[config.mk]
export PLATFORM = sky130hd
export DESIGN_NAME = pcm_to_i2s
export DESIGN_NICKNAME = d
export VERILOG_FILES = /design/src/rtl/i2s_pkg.sv /design/src/rtl/i2s_sck_divider.sv /design/src/rtl/pcm_to_i2s.sv
export SDC_FILE = /design/constraint.sdc
export NUM_CORES = 1
export LEC_CHECK = 0
export ABC_CLOCK_PERIOD_IN_PS = 2800
export BUFFER_PORTS_ARGS = -buffer_cell sky130_fd_sc_hd__buf_4
export CAP_MARGIN = 10
export CORE_AREA = 2 2 62 64
export CTS_CLUSTER_DIAMETER = 50
export CTS_CLUSTER_SIZE = 20
export DETAILED_ROUTE_END_ITERATION = 7
export DIE_AREA = 0 0 64 66
export PLACE_DENSITY = 0.75
export SKIP_CTS_REPAIR_TIMING = 1
export SYNTH_ARGS = -nofsm -noshare
export SYNTH_HDL_FRONTEND = slang
export SYNTH_SLANG_ARGS = --single-unit
[constraint.sdc]
create_clock -name clk -period 2.8 [get_ports clk]
set_clock_uncertainty 0.05 [all_clocks]
set_input_delay 0.14 -clock clk [delete_from_list [all_inputs] [get_ports clk]]
set_output_delay 0.14 -clock clk [all_outputs]
set_load 0.01 [all_outputs]
[src/rtl/i2s_pkg.sv]
// Shared I2S definitions: default slot width, word-select polarity and the stereo sample layout.
package i2s_pkg;

    localparam int unsigned DEFAULT_NUMBER_OF_BITS = 8;

    typedef enum logic {
        WS_LEFT  = 1'b0,
        WS_RIGHT = 1'b1
    } ws_t;

    typedef struct packed {
        logic [DEFAULT_NUMBER_OF_BITS-1:0] left;
        logic [DEFAULT_NUMBER_OF_BITS-1:0] right;
    } stereo_sample_t;

endpackage

[src/rtl/i2s_sck_divider.sv]
// Serial bit clock generator: sck toggles every CLK_DIV system clocks, with edge ticks
// flagging the cycle on which sck is about to rise or fall.
module i2s_sck_divider #(
    parameter int unsigned CLK_DIV = 2
) (
    input  logic clk,
    input  logic reset,
    output logic sck,
    output logic fall_tick,
    output logic rise_tick
);

    localparam int unsigned CW = (CLK_DIV > 1) ? $clog2(CLK_DIV) : 1;
    localparam logic [CW-1:0] DIV_LAST = CW'(CLK_DIV - 1);

    logic [CW-1:0] div_cnt;
    logic          toggle;

    assign toggle    = (div_cnt == DIV_LAST);
    assign fall_tick = toggle & sck;
    assign rise_tick = toggle & ~sck;

    always_ff @(posedge clk or posedge reset) begin
        if (reset) begin
            div_cnt <= '0;
            sck     <= 1'b0;
        end else if (toggle) begin
            div_cnt <= '0;
            sck     <= ~sck;
        end else begin
            div_cnt <= div_cnt + 1'b1;
        end
    end

endmodule

[src/rtl/pcm_to_i2s.sv]
// Philips I2S transmitter: one-entry holding register feeding a 2N-bit frame shifted out
// MSB first on sck falling edges, with ws leading each channel by one bit.
module pcm_to_i2s
    import i2s_pkg::*;
#(
    parameter int unsigned NUMBER_OF_BITS = DEFAULT_NUMBER_OF_BITS,
    parameter int unsigned CLK_DIV        = 2
) (
    input  logic                      clk,
    input  logic                      reset,
    input  logic [NUMBER_OF_BITS-1:0] left_in,
    input  logic [NUMBER_OF_BITS-1:0] right_in,
    input  logic                      in_valid,
    output logic                      in_ready,
    output logic                      sck,
    output logic                      ws,
    output logic                      sd,
    output logic                      underrun
);

    localparam int unsigned N   = NUMBER_OF_BITS;
    localparam int unsigned FW  = 2 * N;
    localparam int unsigned FCW = $clog2(FW);
    localparam logic [FCW-1:0] FC_LAST  = FCW'(FW - 1);
    localparam logic [FCW-1:0] WS_FIRST = FCW'(N - 1);
    localparam logic [FCW-1:0] WS_LAST  = FCW'(FW - 2);

    logic           fall_tick;
    logic           rise_tick_unused;
    logic [FCW-1:0] fc;
    logic [FCW-1:0] fc_next;
    logic [FCW-1:0] bit_idx;
    logic [FW-1:0]  frame_word;
    logic [FW-1:0]  next_word;
    logic [FW-1:0]  hold_word;
    logic           hold_full;
    logic           frame_load;
    logic           sd_q;
    ws_t            ws_q;
    logic           underrun_q;

    i2s_sck_divider #(
        .CLK_DIV(CLK_DIV)
    ) u_sck_divider (
        .clk      (clk),
        .reset    (reset),
        .sck      (sck),
        .fall_tick(fall_tick),
        .rise_tick(rise_tick_unused)
    );

    // The bit driven on a falling tick comes from the word in effect after that tick,
    // so a freshly loaded frame puts its left MSB on sd in the same cycle.
    always_comb begin
        fc_next    = (fc == FC_LAST) ? '0 : fc + 1'b1;
        frame_load = fall_tick && (fc == FC_LAST);
        next_word  = frame_word;
        if (frame_load) begin
            next_word = hold_full ? hold_word : '0;
        end
        bit_idx = FC_LAST - fc_next;
    end

    always_ff @(posedge clk or posedge reset) begin
        if (reset) begin
            fc         <= FC_LAST;
            frame_word <= '0;
            hold_word  <= '0;
            hold_full  <= 1'b0;
            sd_q       <= 1'b0;
            ws_q       <= WS_LEFT;
            underrun_q <= 1'b0;
        end else begin
            underrun_q <= 1'b0;
            if (fall_tick) begin
                fc         <= fc_next;
                frame_word <= next_word;
                sd_q       <= next_word[bit_idx];
                ws_q       <= (fc_next >= WS_FIRST && fc_next <= WS_LAST) ? WS_RIGHT : WS_LEFT;
                if (frame_load && !hold_full) begin
                    underrun_q <= 1'b1;
                end
            end
            // Accept only into an empty register; a load in the same cycle saw it empty.
            if (in_valid && !hold_full) begin
                hold_word <= {left_in, right_in};
                hold_full <= 1'b1;
            end else if (frame_load) begin
                hold_full <= 1'b0;
            end
        end
    end

    assign in_ready = ~hold_full;
    assign sd       = sd_q;
    assign ws       = ws_q;
    assign underrun = underrun_q;

endmodule

; After elaboration in Yosys (flattened, before gate mapping)
; Cells that the tools add are included.
[word_totals]
in_bits = 19
elab_cells = 36
out_inout_bits = 5
reg_bits = 42
[classes]
n_reduce_logical = 6
n_addsub = 3
order_cmp = 3
n_bitwise = 3
n_eq_ne = 1
muxes = 11
[op_table]
columns = cell, count
row1 = 16-bit two-way mux, 2
row2 = 1-bit two-way mux, 7
row3 = "4-bit by 5-bit less-than comparator with 1-bit output, second input constant", 1
row4 = "4-bit by 1-bit adder with 4-bit output, second input constant", 1
row5 = 1-bit binary-select mux with 4-bit select, 1
row6 = "4-bit equality test, second input constant", 1
row7 = "4-bit by 3-bit >= comparator with 1-bit output, second input constant", 1
row8 = "4-bit less-or-equal comparator, second input constant", 1
row9 = 1-bit logical AND, 4
row10 = 4-bit two-way mux, 1
row11 = "4-bit subtractor, first input constant", 1
row12 = 1-bit NOT, 2
row13 = 2-bit nonzero test, 1
row14 = "1-bit adder, second input constant", 1
row15 = 1-bit AND, 1
row16 = 1-bit zero test, 1

; Logic depth before layout (Yosys ltp)
; Gate-level depths: netlist of run 1.
[logic_depth]
depth_word = 5
depth_mapped = 8
depth_no_buf = 6

; Cells and area by module
; From an unflattened synthesis of run 1, not the netlist that was laid out.
[unflattened]
cells_unflattened = 191
area_unflattened_um2 = 1990.7
[by_module_without_submodules]
columns = module, area_each_um2, n_inst, seq_area_each_um2, cells_per_inst
row1 = pcm_to_i2s, 1908.1, 1, 1006.0, 184
row2 = i2s_sck_divider, 82.6, 1, 50.0, 7

; Least setup slack after synthesis of run 1
; No wires, ideal clock.
[synth_path]
path_kind = register to register
startpoint = register fc[1]
endpoint = register sd_q, in the netlist sd
arrival_ns = 1.878
path_stages_with_launch = 7
slack_ns = 0.797
period_less_slack_ns = 2.003
setup_time_ns = 0.075
required_ns = 2.675
path_buffers = 0
path_cell_list = dfstp_2 -> ha_1 -> and3_4 -> and4_1 -> o32ai_1 -> mux4_2 -> o21ai_2
[synth_via]
elab_chain_len = 5
word_cells_on_any_way = 8
cone_classes = add/sub: 2 / eq/ne: 1 / mux: 4 / reduce/logical: 1
[synth_rtl]
columns = element, line_no
row1 = start: declaration, pcm_to_i2s.sv:30  ; logic [FCW-1:0] fc;
row2 = start signal: assignment, pcm_to_i2s.sv:76  ; fc <= fc_next;
row3 = 4-bit by 1-bit adder with 4-bit output / 4-bit equality test (equally long branches), "pcm_to_i2s.sv:55, pcm_to_i2s.sv:56"
row4 = 4-bit two-way mux / 1-bit logical AND (equally long branches), "pcm_to_i2s.sv:55, pcm_to_i2s.sv:56"
row5 = 4-bit subtractor / 16-bit two-way mux (equally long branches), "pcm_to_i2s.sv:61, pcm_to_i2s.sv:58"
row6 = 1-bit binary-select mux with 4-bit select (*), pcm_to_i2s.sv:78  ; sd_q <= next_word[bit_idx];
row7 = 1-bit two-way mux (implied by the code) (*), pcm_to_i2s.sv:78
row8 = end signal: assignment, pcm_to_i2s.sv:78
row9 = end: declaration, pcm_to_i2s.sv:38  ; logic sd_q;
; Mark *: on every way between the ends. The rest lies on a longest branch, timed or not. The select of a mux whose other input is x is not followed.
; A chain may end at the register's enable or synchronous reset.

; Final worst setup path of run 1
[layout_path]
startpoint = register fc[0]
endpoint = register sd_q, in the netlist sd
; The elaborated chain is that of the path after synthesis.

==> results.md, run 1 <==
* Outcome: finished, final reports clean
* Syn nets at 195
* Ant diodes at 0
* Cell Pwr Density at 468 nW/um2
* Max Root-Sink Buffers at 2
* FP Rows at 22
* Number of synthesized flops with an enable pin at 0
* CP arrival at 2.65 ns
* H-Tree Level Count at 2
* Min-Delay Path Class: in2reg
* Final setup violation count at 0
* Initial DRC count at 86
* Initial antenna violation count at 0
* # IOs at 24
* Hpwl dp at 2370 um
* Die Area at 4220 um2
* Syn Area/Cell at 11.0 um2
* Latest clock arrival within the worst-skew pair at 0.35 ns
* CTS sink cnt at 42
* FFs w/ async S/R, synth at 1.00
* Vias in the first global route at 1358
* Core area at 3550 um2
* GR Overflow Total at 0
* DRT Pass-1 Iters at 4
* Setup TNS Final at 0 ns
* Total power at 1.11 mW
* Setup WS post-layout at 0.387 ns
* Top cell type's share of synthesized area at 0.496
* Fillers at 289
* Seq. cell area at 1060 um2
* Place WS at 0.414 ns
* Crit Path Max Fanout at 15
* Max-slew violations at 0
* WL per Instance at 13.5 um
* Yosys Warn Count at 0
* Slew @ Worst Pin at 0.805 ns
* Routed wire length at 3540 um
* Die height at 66 um
* Clock Root Buffer: clkbuf_4
* First-pass GRT wire length at 6040 um
* Worst-path clk slew at 0.12 ns
* Chip width at 64 um
* Vias per cell at 5.31
* Via count at 1391
* Top flop regs: frame_word x16, hold_word x16, fc x4
* Max-cap viol count at 0
* Area leader, netlist: dfrtp_1
* Port-buffer cells at 23
* Slew margin rel. at 0.462
* Cell with the most instances after synthesis: dfrtp_1
* ANT nets after route at 0
* Main flop type after synthesis: dfrtp_1
* Largest net degree at the start of global routing at 43
* Final hold vios at 0
* Commonest cells in the synthesized netlist: 38 x dfrtp_1, 32 x nand2_1, 21 x mux2_2, 16 x o21ai_0, 8 x inv_1
* Max frequency at 415 MHz
* Critical Path End Type: register
* Gp weighted congestion at 0.762
* Initial Util at 0.539
* Area growth, synth to finish at 23.5%
* Fin crit share at 0.862
* Leakage at 1.11 nW
* Drt drc at 0
* Syn Std Cell Area at 1920 um2
* Final core utilization at 0.666
* Flops & latches, synth at 42
* Worst VDD drop at 0.354 mV
* Crit path launch type: register
* Area of the multi-input gates at 785 um2
* RSZ-0062 raised after global routing: no
* Req. time, crit path at 3.04 ns
* Num CTS Buffers at 5
* Synth area leaders: dfrtp_1 50%, mux2_2 12%, nand2_1 6.3%, dfstp_2 5.5%, o21ai_0 4.2%
* Synth cell types at 30
* Final Net Count at 234
* Setup CP Type: reg2reg
* Minimum clock period at 2.41 ns
* Sequential area share after synthesis at 0.551
* Share of cells above drive strength 1 at 0.290
* Total global-route track usage at 0.188
* TritonCTS clock tree: built
* Cell count after synthesis at 174
[kinds of logic after synthesis]
kind of cell / count (synthesis) / synth area share
AO/OA/AOI/OAI: 37 / 0.120
XOR/XNOR: 3 / 0.0176
adder cells (fa/ha/maj): 2 / 0.0131
buffers and inverters: 18 / 0.0392
flip-flops: 42 / 0.551
multiplexers: 22 / 0.135
AND/OR/NAND/NOR: 50 / 0.124
[area by class of cell]
| type | count | area share |
|---|---|---|
| inverters | 8 | 0.0127 |
| well taps | 48 | 0.0254 |
| clock buffers | 5 | 0.0159 |
| clock inverters | 3 | 0.0169 |
| multi-input cells | 114 | 0.332 |
| repair buffers | 42 | 0.151 |
| flip-flops and latches | 42 | 0.446 |
[stage by stage]
| step | cells | hold slack (ns) | instance area [um2] |
|---|---|---|---|
| global placement | 237 | 0.246 | 2120 |
| finish | 262 | 0.0482 | 2370 |
| floorplan | 174 | 0.242 | 1920 |
| detailed placement | 237 | 0.264 | 2120 |
| CTS | 245 | -0.130 | 2200 |
| global route | 262 | 0.0329 | 2370 |
[where the power goes]
part,internal (mW),switching [mW]
Clock,0.185,0.192
Combinational,0.0549,0.0288
Sequential,0.633,0.0130
Total,0.873,0.234
[path summary, 6_finish.rpt]
path	startpoint	depth (start not counted)	slack, ns	end
worst max-delay path	fc[0]	6	0.39	sd
worst min-delay path	in_valid	3	0.05	hold_full
worst max register to register	fc[0]	6	0.39	sd
worst min register to register	u_sck_divider.div_cnt	1	0.43	u_sck_divider.div_cnt
max in group asynchronous	reset	4	1.91	fc[0]
min in group asynchronous	reset	4	0.41	frame_word[5]
[per-layer routing]
metal  GRT usage  part of all wire  up-vias
met2       0.313              0.50       31
met1       0.234              0.45      676
met4      0.0707             0.013        0
met3      0.0528             0.041        6
met5           0                 0        -
li1            -                 -      678
[critical path, cell delays in order, from the launching register on]
cell and delay [ns]:
dfstp_2 0.70, ha_1 0.32, and3_4 0.31, and4_1 0.25, o32ai_1 0.10, mux4_2 0.50, o21ai_2 0.11
[cells in the final DEF, fill, tap and decap left out]
master / n
xnor2_2: 1
xor2_1: 1
a21o_1: 5
ha_1: 2
dfrtp_1: 38
o32ai_1: 4
o21ai_0: 16
dlygate4sd3_1: 17
or3_1: 1
clkinv_2: 2
o21ai_2: 1
and3_4: 1
inv_1: 8
and4_1: 4
buf_4: 25
dfstp_2: 4
clkbuf_4: 5
mux2_2: 21
nor2_1: 3
mux4_2: 1
a31oi_1: 2
xnor2_1: 1
nor2b_1: 1
nor3_1: 1
and2_1: 1
a21oi_1: 5
nand2_1: 32
a211oi_1: 4
nand3_1: 1
nand2b_1: 5
bufinv_16: 1
Power figures use the tool's default switching activity.
==> inputs of run 2 (changes only) <==
MAX_ROUTING_LAYER = met4   (was not set)
==> run 2 against run 1 <==
- critical path depth is the same
- sequential share of layout area is the same
- final cell count is the same
- power is essentially flat
- worst setup slack lost 0.011 ns
- register-to-register slack is essentially flat
- sequential power is essentially flat
- worst hold slack lost 0.0084 ns
- core utilization is the same
- die area is the same
==> results.md, run 2 (synthesis gave the netlist of run 1 again) <==
* Outcome: finished, final reports clean
* GR Overflow Total at 0 (unchanged)
* Die Area at 4220 um2 (unchanged)
* Fin crit share at 0.865 (+0.00388)
* Largest net degree at the start of global routing at 43 (unchanged)
* Hpwl dp at 2370 um (unchanged)
* Routed wl met2 at 1780 um (+0.68%)
* CTS sink cnt at 42 (unchanged)
* Top flop regs: frame_word x16, hold_word x16, fc x4
* Crit Path Max Fanout at 15 (unchanged)
* WL per Instance at 13.5 um (-0.42%)
* Final cell count without fillers at 262 (unchanged)
* Crit path cell chain: ha_1 > and3_4 > and4_1 > o32ai_1 > mux4_2 > o21ai_2
* Routed wire length at 3530 um (-0.42%)
* Worst Hold End: hold_full
* Num CTS Buffers at 5 (unchanged)
* Drt drc at 0 (unchanged)
* Crit path launch type: register
* Max-slew violations at 0 (unchanged)
* Min-Delay Path Class: in2reg
* Worst-path clk slew at 0.12 ns (about the same)
* Place WS at 0.414 ns (unchanged)
* Worst r2r path cells at 6 (unchanged)
* Hold Path Depth at 3 (unchanged)
* Crit Reg-Reg Startpoint: fc[0]
* Share of cells above drive strength 1 at 0.290 (unchanged)
* Critical Path End Type: register
* Vias per cell at 5.32 (+0.29%)
* WL met3 at 129 um (-12%)
* Met1 wire length at 1570 um (-0.57%)
* FF-to-FF End: sd
* Most frequent cells in the layout: 38 x dfrtp_1, 32 x nand2_1, 25 x buf_4
* FP Rows at 22 (unchanged)
* Ant diodes at 0 (unchanged)
* Initial DRC count at 86 (unchanged)
* Crit-path slowest cell: dfstp_2
* Slew @ Worst Pin at 0.818 ns (+0.0135 ns)
* DRT Pass-1 Iters at 5 (+1)
* Setup WS post-layout at 0.377 ns (-0.0109 ns)
* ANT nets after route at 0 (unchanged)
* Minimum clock period at 2.42 ns (+0.0109 ns)
* Via count at 1395 (+0.29%)
* Latest clock arrival within the worst-skew pair at 0.35 ns (about the same)
* Leakage at 1.11 nW (unchanged)
* Clock Root Buffer: clkbuf_4
* R2R Setup Slk at 0.38 ns (about the same)
* Max stage delay on crit path at 0.70 ns (about the same)
* Port-buffer cells at 23 (unchanged)
* Total global-route track usage at 0.193 (+0.00519)
* H-Tree Level Count at 2 (unchanged)
* Req. time, crit path at 3.04 ns (about the same)
* Cell Pwr Density at 468 nW/um2 (about the same)
* TritonCTS clock tree: built
* Final setup violation count at 0 (unchanged)
* Chip width at 64 um (unchanged)
* Dpl cells at 237 (unchanged)
* Setup TNS Final at 0 ns (unchanged)
* RSZ-0062 raised after global routing: no
* Core area at 3550 um2 (unchanged)
* Vias in the first global route at 1361 (+0.22%)
* Final core utilization at 0.666 (unchanged)
* Max Root-Sink Buffers at 2 (unchanged)
* CP arrival at 2.66 ns (about the same)
* Initial Util at 0.539 (unchanged)
* Worst VDD drop at 0.355 mV (+0.26%)
* Setup CP Type: reg2reg
* # IOs at 24 (unchanged)
* Highest routed layer: met4
* Max-cap viol count at 0 (unchanged)
* Final Net Count at 234 (unchanged)
* Final hold vios at 0 (unchanged)
* HP Start: in_valid
* Max frequency at 413 MHz (-0.45%)
* Most common cell after layout, fill and taps aside: dfrtp_1
* Gp weighted congestion at 0.772 (+1.3%)
* First-pass GRT wire length at 6040 um (unchanged)
* Initial antenna violation count at 0 (unchanged)
* Die height at 66 um (unchanged)
* Buf/Inv on CP at 0 (unchanged)
* Slew margin rel. at 0.453 (-0.00902)
* Largest delay contributor family on the critical path: flip-flops
* Area growth, synth to finish at 23.5% (unchanged)
## run 2: power breakdown
group / internal, mW / total [mW] / switching, mW
logic: 0.0549 / 0.0836 / 0.0287
registers: 0.633 / 0.647 / 0.0132
clock network: 0.185 / 0.378 / 0.193
## run 2: how the worst max path moves through the flow
stage,from,end,slack [ns],cells past startpoint
3_3_place_gp,fc[0],sd,0.51,6
5_1_grt,fc[0],frame_word[14],0.22,5
6_report,fc[0],sd,0.38,6
2_1_floorplan,fc[1],sd,0.80,6
4_1_cts,fc[0],frame_word[12],0.39,5
3_5_place_dp,fc[0],frame_word[12],0.41,5
## run 2: per-stage QoR
step | total power [mW] | hold slack [ns] | instance area, um2
after floorplan | 0.693 | 0.242 | 1920
after global placement | 0.720 | 0.246 | 2120
after detailed placement | 0.725 | 0.264 | 2120
after CTS | 1.10 | -0.130 | 2200
after global routing | 1.16 | 0.0329 | 2370
final | 1.11 | 0.0399 | 2370
## run 2: final cells by class
class                   count  area [um2]
clock buffers               5        37.5
clock inverters             3        40.0
fillers                   289        1180
inverters                   8        30.0
multi-input cells         114         785
flip-flops and latches     42        1060
well taps                  48        60.1
repair buffers             42         358
## run 2: metal layers
| layer | vias up | GRT usage |
|---|---|---|
| met5 | - | - |
| met4 | 0 | 0.0707 |
| met3 | 6 | 0.0528 |
| met2 | 31 | 0.313 |
| met1 | 682 | 0.234 |
| li1 | 676 | - |
## run 2: worst min-delay path: cells and delay by family
| family | cells | cell delay [ns] |
|---|---|---|
| AOI/OAI and AO/OA | 1 | 0.13 |
| and+or+nand+nor | 1 | 0.04 |
| buffers and inverters | 1 | 0.08 |
